<file path="config.mk">
export PLATFORM = sky130hd
export DESIGN_NAME = y86_imem_loader_flat
export DESIGN_NICKNAME = d
export VERILOG_FILES = /design/src/rtl/y86_pkg.sv /design/src/rtl/y86_imem_loader_if.sv /design/src/rtl/y86_encoder.sv /design/src/rtl/y86_imem_loader.sv /design/src/flat_wrapper.sv
export SDC_FILE = /design/constraint.sdc
export NUM_CORES = 1
export LEC_CHECK = 0
export ABC_AREA = 1
export ABC_CLOCK_PERIOD_IN_PS = 5940
export BUFFER_PORTS_ARGS = -buffer_cell sky130_fd_sc_hd__buf_2
export CAP_MARGIN = 20
export CORE_MARGIN = 3
export CORE_UTILIZATION = 55
export CTS_CLUSTER_DIAMETER = 100
export DETAILED_ROUTE_END_ITERATION = 8
export PLACE_DENSITY = 0.79
export SLEW_MARGIN = 20
export SYNTH_ARGS = -nofsm -noshare
export SYNTH_HDL_FRONTEND = slang
export SYNTH_SLANG_ARGS = --single-unit
</file>
<file path="constraint.sdc">
create_clock -name clk -period 5.94 [get_ports clk]
set_clock_uncertainty 0.15 [all_clocks]
set_input_delay 0 -clock clk [delete_from_list [all_inputs] [get_ports clk]]
set_output_delay 0 -clock clk [all_outputs]
set_load 0.05 [all_outputs]
</file>
<file path="src/rtl/y86_pkg.sv">
// y86_pkg: Y86-64 icode constants and length helpers shared by fetch and loader
package y86_pkg;
  localparam logic [3:0] I_HALT   = 4'h0;
  localparam logic [3:0] I_NOP    = 4'h1;
  localparam logic [3:0] I_RRMOVQ = 4'h2;
  localparam logic [3:0] I_IRMOVQ = 4'h3;
  localparam logic [3:0] I_RMMOVQ = 4'h4;
  localparam logic [3:0] I_MRMOVQ = 4'h5;
  localparam logic [3:0] I_OPQ    = 4'h6;
  localparam logic [3:0] I_JXX    = 4'h7;
  localparam logic [3:0] I_CALL   = 4'h8;
  localparam logic [3:0] I_RET    = 4'h9;
  localparam logic [3:0] I_PUSHQ  = 4'hA;
  localparam logic [3:0] I_POPQ   = 4'hB;
  localparam logic [3:0] R_NONE   = 4'hF;

  typedef enum logic {IDLE, EMIT} state_t;

  function automatic logic [3:0] instr_len(input logic [3:0] icode);
    return (icode inside {I_HALT, I_NOP, I_RET}) ? 4'd1 :
           (icode inside {I_JXX, I_CALL}) ? 4'd9 :
           (icode inside {I_IRMOVQ, I_RMMOVQ, I_MRMOVQ}) ? 4'd10 : 4'd2;
  endfunction

  function automatic logic has_reg(input logic [3:0] icode);
    return !(icode inside {I_HALT, I_NOP, I_RET, I_JXX, I_CALL});
  endfunction
endpackage

</file>
<file path="src/rtl/y86_imem_loader_if.sv">
// y86_imem_loader_if: instruction-field handshake plus imem byte write port
interface y86_imem_loader_if #(parameter int ADDR_W = 10);
  logic              in_valid;
  logic              in_ready;
  logic [3:0]        in_icode;
  logic [3:0]        in_ifun;
  logic [3:0]        in_ra;
  logic [3:0]        in_rb;
  logic [63:0]       in_valc;
  logic              mem_we;
  logic [ADDR_W-1:0] mem_addr;
  logic [7:0]        mem_wdata;

  modport master (
    output in_valid, in_icode, in_ifun, in_ra, in_rb, in_valc,
    input  in_ready, mem_we, mem_addr, mem_wdata
  );

  modport slave (
    input  in_valid, in_icode, in_ifun, in_ra, in_rb, in_valc,
    output in_ready, mem_we, mem_addr, mem_wdata
  );
endinterface

</file>
<file path="src/rtl/y86_encoder.sv">
// y86_encoder: canonical Y86-64 byte image (byte0 in bits [7:0]) and length
module y86_encoder
  import y86_pkg::*;
(
  input  logic [3:0]       icode_i,
  input  logic [3:0]       ifun_i,
  input  logic [3:0]       ra_i,
  input  logic [3:0]       rb_i,
  input  logic [63:0]      valc_i,
  output logic [9:0][7:0]  bytes_o,
  output logic [3:0]       len_o
);
  logic [3:0] ifun, ra, rb;

  always_comb begin
    ifun    = (icode_i inside {I_HALT, I_NOP, I_RET}) ? 4'h0 : ifun_i;
    ra      = (icode_i == I_IRMOVQ) ? R_NONE : ra_i;
    rb      = (icode_i inside {I_PUSHQ, I_POPQ}) ? R_NONE : rb_i;
    bytes_o = has_reg(icode_i) ? {valc_i, ra, rb, icode_i, ifun} : {8'h00, valc_i, icode_i, ifun};
    len_o   = instr_len(icode_i);
  end
endmodule

</file>
<file path="src/rtl/y86_imem_loader.sv">
// y86_imem_loader: encodes accepted instructions and writes them byte-serially into imem
module y86_imem_loader
  import y86_pkg::*;
#(
  parameter int ADDR_W    = 10,
  parameter int MEM_DEPTH = 1024,
  parameter int BASE_ADDR = 0
) (
  input  logic              clk,
  input  logic              rst_n,
  input  logic              clr_i,
  y86_imem_loader_if.slave  bus,
  output logic [ADDR_W-1:0] wr_ptr_o,
  output logic              busy_o,
  output logic [15:0]       instr_count_o,
  output logic              err_icode_o,
  output logic              err_full_o
);
  // one extra pointer bit lets the pointer sit at MEM_DEPTH without wrapping
  localparam int PW = ADDR_W + 1;
  localparam int CW = ADDR_W + 4;

  state_t           state_q, state_d;
  logic [PW-1:0]    ptr_q, ptr_d, ptr_nxt;
  logic [3:0]       idx_q, idx_d;
  logic [3:0]       icode_q, ifun_q, ra_q, rb_q, len;
  logic [63:0]      valc_q;
  logic [9:0][7:0]  bytes;
  logic [15:0]      cnt_q, cnt_d;
  logic             erri_q, erri_d, errf_q, errf_d;
  logic             busy, last, acc, bad, full, start;
  logic [CW-1:0]    need;

  y86_encoder u_enc (
    .icode_i (icode_q),
    .ifun_i  (ifun_q),
    .ra_i    (ra_q),
    .rb_i    (rb_q),
    .valc_i  (valc_q),
    .bytes_o (bytes),
    .len_o   (len)
  );

  always_comb begin
    busy         = state_q == EMIT;
    last         = busy && idx_q == len - 4'd1;
    bus.in_ready = !clr_i && (!busy || last);
    acc          = bus.in_valid && bus.in_ready;
    ptr_nxt      = busy ? ptr_q + PW'(1) : ptr_q;
    need         = CW'(ptr_nxt) + CW'(instr_len(bus.in_icode));
    bad          = bus.in_icode > I_POPQ;
    full         = need > CW'(MEM_DEPTH);
    start        = acc && !bad && !full;
    state_d      = clr_i ? IDLE : (start || (busy && !last)) ? EMIT : IDLE;
    idx_d        = start ? 4'd0 : busy ? idx_q + 4'd1 : idx_q;
    ptr_d        = clr_i ? PW'(BASE_ADDR) : ptr_nxt;
    cnt_d        = clr_i ? 16'd0 : (last && cnt_q != 16'hFFFF) ? cnt_q + 16'd1 : cnt_q;
    erri_d       = !clr_i && (erri_q || (acc && bad));
    errf_d       = !clr_i && (errf_q || (acc && !bad && full));
  end

  always_ff @(posedge clk or negedge rst_n) begin
    if (!rst_n) begin
      state_q <= IDLE;
      ptr_q   <= PW'(BASE_ADDR);
      idx_q   <= '0;
      cnt_q   <= '0;
      erri_q  <= 1'b0;
      errf_q  <= 1'b0;
      icode_q <= '0;
      ifun_q  <= '0;
      ra_q    <= '0;
      rb_q    <= '0;
      valc_q  <= '0;
    end else begin
      state_q <= state_d;
      ptr_q   <= ptr_d;
      idx_q   <= idx_d;
      cnt_q   <= cnt_d;
      erri_q  <= erri_d;
      errf_q  <= errf_d;
      if (start) begin
        icode_q <= bus.in_icode;
        ifun_q  <= bus.in_ifun;
        ra_q    <= bus.in_ra;
        rb_q    <= bus.in_rb;
        valc_q  <= bus.in_valc;
      end
    end
  end

  assign bus.mem_we    = busy;
  assign bus.mem_addr  = busy ? ptr_q[ADDR_W-1:0] : '0;
  assign bus.mem_wdata = busy ? bytes[idx_q] : 8'h00;
  assign wr_ptr_o      = ptr_q[ADDR_W-1:0];
  assign busy_o        = busy;
  assign instr_count_o = cnt_q;
  assign err_icode_o   = erri_q;
  assign err_full_o    = errf_q;
endmodule

</file>
<file path="src/flat_wrapper.sv">
// flat-port wrapper written by rule: the top's interface ports become plain ports
module y86_imem_loader_flat import y86_pkg::*;
#(
  parameter int ADDR_W    = 10,
  parameter int MEM_DEPTH = 1024,
  parameter int BASE_ADDR = 0
)
  (clk, rst_n, clr_i, wr_ptr_o, busy_o, instr_count_o, err_icode_o, err_full_o, bus_in_valid, bus_in_icode, bus_in_ifun, bus_in_ra, bus_in_rb, bus_in_valc, bus_in_ready, bus_mem_we, bus_mem_addr, bus_mem_wdata);
  y86_imem_loader_if #(.ADDR_W(ADDR_W)) bus_i ();
  input  logic clk;
  input  logic rst_n;
  input  logic clr_i;
  output logic [ADDR_W-1:0] wr_ptr_o;
  output logic busy_o;
  output logic [15:0] instr_count_o;
  output logic err_icode_o;
  output logic err_full_o;
  input wire logic [$bits(bus_i.in_valid)-1:0] bus_in_valid;
  input wire logic [$bits(bus_i.in_icode)-1:0] bus_in_icode;
  input wire logic [$bits(bus_i.in_ifun)-1:0] bus_in_ifun;
  input wire logic [$bits(bus_i.in_ra)-1:0] bus_in_ra;
  input wire logic [$bits(bus_i.in_rb)-1:0] bus_in_rb;
  input wire logic [$bits(bus_i.in_valc)-1:0] bus_in_valc;
  output wire logic [$bits(bus_i.in_ready)-1:0] bus_in_ready;
  output wire logic [$bits(bus_i.mem_we)-1:0] bus_mem_we;
  output wire logic [$bits(bus_i.mem_addr)-1:0] bus_mem_addr;
  output wire logic [$bits(bus_i.mem_wdata)-1:0] bus_mem_wdata;
  assign bus_i.in_valid = bus_in_valid;
  assign bus_i.in_icode = bus_in_icode;
  assign bus_i.in_ifun = bus_in_ifun;
  assign bus_i.in_ra = bus_in_ra;
  assign bus_i.in_rb = bus_in_rb;
  assign bus_i.in_valc = bus_in_valc;
  assign bus_in_ready = bus_i.in_ready;
  assign bus_mem_we = bus_i.mem_we;
  assign bus_mem_addr = bus_i.mem_addr;
  assign bus_mem_wdata = bus_i.mem_wdata;
  y86_imem_loader #(.ADDR_W(ADDR_W), .MEM_DEPTH(MEM_DEPTH), .BASE_ADDR(BASE_ADDR)) u_core (.clk(clk), .rst_n(rst_n), .clr_i(clr_i), .bus(bus_i), .wr_ptr_o(wr_ptr_o), .busy_o(busy_o), .instr_count_o(instr_count_o), .err_icode_o(err_icode_o), .err_full_o(err_full_o));
endmodule
</file>
-- Word level (Yosys, flattened, before mapping)
Cells that the tools add are included.
- add/subtract/negate cells: 5
- multiplexer cells: 22
- order comparisons: 3
- reductions and logical operators: 32
- equality and inequality tests: 18
- operators by type and width (operator ; number):
    two-way mux 80 bit ; 1
    two-way mux 4 bit ; 11
    binary-select mux 8 bit (select 4 bit) ; 1
    two-way mux 16 bit ; 2
    == test 4 x 3 -> 1 bit (second input constant) ; 6
    == test 4 bit (second input constant) ; 6
    two-way mux 11 bit ; 2
    adder 16 x 1 -> 16 bit (second input constant) ; 1
    two-way mux 8 bit ; 2
    inequality test 16 bit (second input constant) ; 1
    > comparator 14 x 11 -> 1 bit (second input constant) ; 1
    adder 11 x 4 -> 12 bit ; 1
    nonzero test 3 bit ; 4
    adder 11 x 1 -> 11 bit (second input constant) ; 1
    logical AND 1 bit ; 11
    two-way mux 10 bit ; 1
    nonzero test 2 bit ; 5
    == test 4 x 1 -> 1 bit (second input constant) ; 2
    == test 4 x 2 -> 1 bit (second input constant) ; 2
    zero test 4 bit ; 2
    zero test 1 bit ; 5
    < comparator 4 x 5 -> 1 bit (second input constant) ; 1
    nonzero test 5 bit ; 1
    adder 4 x 1 -> 4 bit (second input constant) ; 1
    other kinds (5) ; 9
- word-level logic and storage cells: 91
- bits of input ports: 84
- register bits: 114

-- Logic depth before layout (Yosys ltp)
- depth after elaboration: 16
- mapped depth: 21
- gate-level depth less buffers: 19

-- By module
Synthesis repeated with hierarchy kept, for this count alone.
- cells, all modules: 1162
- area, all modules: 7782.5 µm²
- modules (own cells, without submodules) (module ; cells each ; area each (µm²) ; sequential area each (µm²) ; instances):
    y86_imem_loader ; 883 ; 6510.0 ; 2852.7 ; 1
    y86_encoder ; 279 ; 1272.5 ; 0.0 ; 1

-- Least setup slack after synthesis
OpenSTA, ideal clock, no wires.
- path type: flip-flop to flip-flop
- start point: reg u_core.state_q, in the netlist u_core.bus.mem_we
- end point: reg u_core.icode_q[3]
- required time: 5.673 ns
- cell stages (with the launch flop): 20
- setup time: 0.117 ns
- data arrival time: 3.027 ns
- path slack: 2.646 ns
- period minus slack after synthesis: 3.294 ns
- path buffers: 4
- cells stage by stage: dfrtp_1 > buf_2 > clkbuf_1 > nand2_1 > o21ai_0 > inv_1 > fa_1 > inv_1 > nor2_1 > nand3_1 > nor2_1 > nand2_1 > a21oi_1 > nand2_1 > nand2_2 > nand3_2 > buf_6 > buf_6 > nand2_1 > nand2_1
- cells in the longest elaborated chain, start to end: 6
- elaborated cells on any way between the ends: 11
- classes of those cells: add/sub (1); order compare (1); mux (1); reduce/logical (8)
- RTL lines (element ; RTL line ; RTL):
    start, declared ; y86_imem_loader.sv:23 ; state_t state_q, state_d;
    start signal, assigned ; y86_imem_loader.sv:76 ; state_q <= state_d;
    branches (longest 5 deep; another with > comparator 14 x 11 -> 1 bit) ; - ;
    logical AND 1 bit (*) ; y86_imem_loader.sv:53 ; start = acc && !bad && !full;
    end signal, assigned ; y86_imem_loader.sv:83 ; icode_q <= bus.in_icode;
    end, declared ; y86_imem_loader.sv:26 ; logic [3:0] icode_q, ifun_q, ra_q, rb_q, len;
Every way passes the cells marked *.
A chain may end at the register's enable or synchronous reset.

-- Worst setup path in the final report
- start point: reg u_core.state_q, in the netlist u_core.bus.mem_we
- end point: reg u_core.valc_q[48]
- cells in the longest elaborated chain, start to end: 6
- elaborated cells on any way between the ends: 11
- classes of those cells: add/sub (1); order compare (1); mux (1); reduce/logical (8)
- RTL lines (element ; RTL line ; RTL):
    branches (longest 5 deep; another with > comparator 14 x 11 -> 1 bit) ; - ;
    logical AND 1 bit (*) ; y86_imem_loader.sv:53 ;
    end signal, assigned ; y86_imem_loader.sv:87 ; valc_q <= bus.in_valc;
    end, declared ; y86_imem_loader.sv:27 ; logic [63:0] valc_q;
Marks and branches as above.

==> results.json <==
{
  "cp_max_fo": 48,
  "synth_xor_area_frac": 0.0139,
  "hpwl_um": 13000,
  "synth_warnings": 0,
  "final_common_cell": "nand2_1",
  "tightestPinTransition_ps": 914,
  "drt-total-wl_um": 21300,
  "layout_common_cells": "305 x nand2_1, 131 x buf_2, 114 x dfrtp_1, 112 x dlygate4sd3_1, 94 x nand4_1",
  "routabilityCongestion": 0.978,
  "syn_area_um2": 6920,
  "yosys.area_share.simple": 0.367,
  "io_pins": 133,
  "drc": 0,
  "maxCapViolations": 0,
  "antenna_left": 0,
  "p_switching_mw": 1.02,
  "grt_usage": 0.308,
  "synth.area.mux_share": 0,
  "cts_tree": "built",
  "diodes": 0,
  "cts_buffer_depth": 2,
  "rows": 40,
  "drive_gt1_frac": 0.161,
  "synth_cell_types": 41,
  "power_leakage_nw": 4.77,
  "clkSlewWorstSetupHoldPaths_ps": 50,
  "hold_path_class": "in2reg",
  "worst_slack_ps": 1200,
  "p_sw_frac": 0.343,
  "clock_latency_ps": 420,
  "path_class": "reg2reg",
  "cts.sinks": 114,
  "slew_headroom": 0.391,
  "cp-start-kind": "flip-flop",
  "grt_pass1_vias": 7114,
  "finalSetupViolations": 0,
  "startpoint": "u_core.bus.mem_we",
  "syn_avg_cell_area_um2": 7.23,
  "synth_fp_nets": 1049,
  "required_ps": 6140,
  "port_buffers": 132,
  "wl_per_cell_um": 15.9,
  "r2r-start": "u_core.bus.mem_we",
  "cts_resized": 0,
  "finalCritPeriodShare": 0.797,
  "vias": 7529,
  "regArea_um2": 2850,
  "area_growth_pct": 33.8,
  "fin_crit_ps": 4740,
  "hold-path-cell-count": 4,
  "final_nets": 1253,
  "dr.pass1.iters": 6,
  "start_util": 0.569,
  "ff2ff_setup_slack_ps": 1200,
  "drt-met1-wl_um": 8830,
  "dr_wl_met3_um": 1700,
  "synth_edf_count": 0,
  "synth_ff_type": "dfrtp_1",
  "top_layer_used": "met4",
  "syn_inst": 957,
  "power_frac_seq": 0.354,
  "power_density_nw_per_um2": 320,
  "viasPerCell": 5.61,
  "combinationalPowerShare": 0.273,
  "design.core.area_um2": 12200,
  "fill_cells": 901,
  "slowest_delay_ps": 930,
  "multiInputGateArea_um2": 3380,
  "cts_max_level": 4,
  "grt_pass1_wl_um": 35100,
  "slowest_stage": "dfrtp_1",
  "drt_iter0_drc": 845,
  "grt_max_degree": 86,
  "met2WireLength_um": 10100,
  "setup-tns-final_ps": 0,
  "cp_cell_sequence": "ha_1 -> ha_1 -> inv_1 -> fa_1 -> inv_1 -> nand4_1 -> nand2_1 -> inv_1 -> nor2_1 -> nand3_1 -> nand2_1 -> nand2_1 -> nand2_2 -> buf_4 -> nand4_1 -> dlygate4sd3_1 -> nand2_1",
  "yosysSeqAreaShare": 0.413,
  "r2r_cells": 17,
  "grt_overflow": 0,
  "ir_worst_vdd_mv": 0.253,
  "clkPwrFrac": 0.373,
  "dieArea_um2": 14000,
  "clock.fmax_mhz": 211,
  "pre_cts_ws_ps": 1760,
  "numCtsBuffers": 17,
  "antenna_found_initial": 0,
  "reg2reg_to": "u_core.valc_q[48]",
  "ctsRootBufferMaster": "clkbuf_16",
  "internal-power_mw": 1.95,
  "async_reset_ff_frac": 1.00,
  "synthAdderAreaFrac": 0.0156,
  "slew_violations": 0,
  "ys_ff_latch": 114,
  "endpoint": "u_core.valc_q[48]",
  "cp-end-kind": "flip-flop",
  "finalHoldViolations": 0,
  "crit_arrival_ps": 4930,
  "die_h_um": 118,
  "synth_compound_area_frac": 0.0901,
  "crit_top_cell": "nand2_1",
  "rsz0062_at_grt": "no",
  "status": "finished, final reports clean",
  "dieWidth_um": 118,
  "synth_top_family_by_area": "simple AND/OR/NAND/NOR gates"
}
-- stage by stage --
| stage | total power [mW] | hold WS [ps] | cells | utilization | area [um2] |
|---|---|---|---|---|---|
| after floorplan | 1.56 | -446 | 957 | - | 6920 |
| after global placement | 1.76 | -125 | 1198 | 0.617 | 7500 |
| after detailed placement | 1.78 | -116 | 1198 | 0.617 | 7500 |
| after CTS | 2.94 | 211 | 1341 | 0.761 | 9250 |
| after global routing | 3.11 | 243 | 1341 | 0.761 | 9250 |
| final | 2.96 | 216 | 1341 | 0.761 | 9250 |
-- state kept, by name, summed over array words and instances, names as in the netlist --
register,cells
u_core.err_icode_o,1
u_core.rb_q,4
u_core.ra_q,4
u_core.idx_q,4
u_core.err_full_o,1
u_core.instr_count_o,16
u_core.bus.mem_we,1
u_core.valc_q,64
u_core.ifun_q,4
u_core.icode_q,4
u_core.ptr_q,11
-- layer usage --
layer  vias up  track usage
met3        60       0.0574
met1      3495        0.420
met5         -            0
met4         0        0.133
met2       373        0.483
li1       3601            -
-- Yosys cell counts (2+ instances only) --
master,number,area (um2)
inv_1,87,327
nand3_1,80,400
o21ai_2,2,17.5
a21oi_1,19,95.1
o31ai_1,7,52.6
o211ai_1,13,97.6
nand3b_1,4,30.0
buf_6,6,67.6
nand2_1,305,1140
nand2_2,5,31.3
clkinv_1,3,11.3
o22ai_1,8,50.1
nor3_1,13,65.1
or2_2,4,25.0
a22oi_1,2,15.0
a31oi_1,4,25.0
clkbuf_1,32,120
ha_1,7,87.6
dfrtp_1,114,2850
o21bai_1,2,15.0
nor2_1,50,188
nand4_1,94,588
xnor2_1,2,17.5
xor2_1,9,78.8
nand3_2,2,20.0
o21ai_0,41,205
buf_2,12,60.1
nor2_2,2,12.5
inv_2,2,7.51
buf_4,11,82.6
buf_1,5,18.8
-- how the worst min path moves through the flow --
stage | startpoint | to | slack (ps)
5_1_grt | bus_in_ifun[2] | u_core.ifun_q[2] | 240
3_5_place_dp | rst_n | u_core.ptr_q[8] | -120
3_3_place_gp | rst_n | u_core.ptr_q[8] | -130
6_report | bus_in_ifun[1] | u_core.ifun_q[1] | 220
2_1_floorplan | rst_n | u_core.bus.mem_we | -450
4_1_cts | bus_in_valc[1] | u_core.valc_q[1] | 210
-- worst max-delay path, delay by kind of cell, from the launching register on --
kind	cells	cell delay, ps
and+or+nand+nor	9	1270
DFF	1	930
adders and majority gates	3	870
buffers and inverters	5	1420
-- logic make-up (layout without fill, tap and decap cells) --
group / Yosys count / count (layout)
flops: 114 / 114
simple gates: 563 / 563
buf+inv: 158 / 374
fa+ha+maj: 8 / 8
xor+xnor: 11 / 11
compound gates: 103 / 103
-- area by class of cell --
cell class / count / share of cell area
Clock buffer: 19 / 0.0479
Clock inverter: 12 / 0.0203
Inverter: 92 / 0.0373
Multi-Input combinational cell: 685 / 0.365
Sequential cell: 114 / 0.308
Tap cell: 168 / 0.0227
Timing Repair Buffer: 251 / 0.199
-- power groups by stage --
stage | clock network [mW] | logic (mW) | registers (mW)
6_report | 1.11 | 0.811 | 1.05
5_1_grt | 1.14 | 0.911 | 1.06
4_1_cts | 1.11 | 0.789 | 1.04
3_5_place_dp | 0 | 0.730 | 1.05
3_3_place_gp | 0 | 0.709 | 1.05
2_1_floorplan | 0 | 0.575 | 0.989
-- timing repair --
action,4_1_cts,5_1_grt
hold endpoints to repair,142,0
buffers inserted,0,0
hold buffers,112,0
Power figures use the tool's default switching activity.
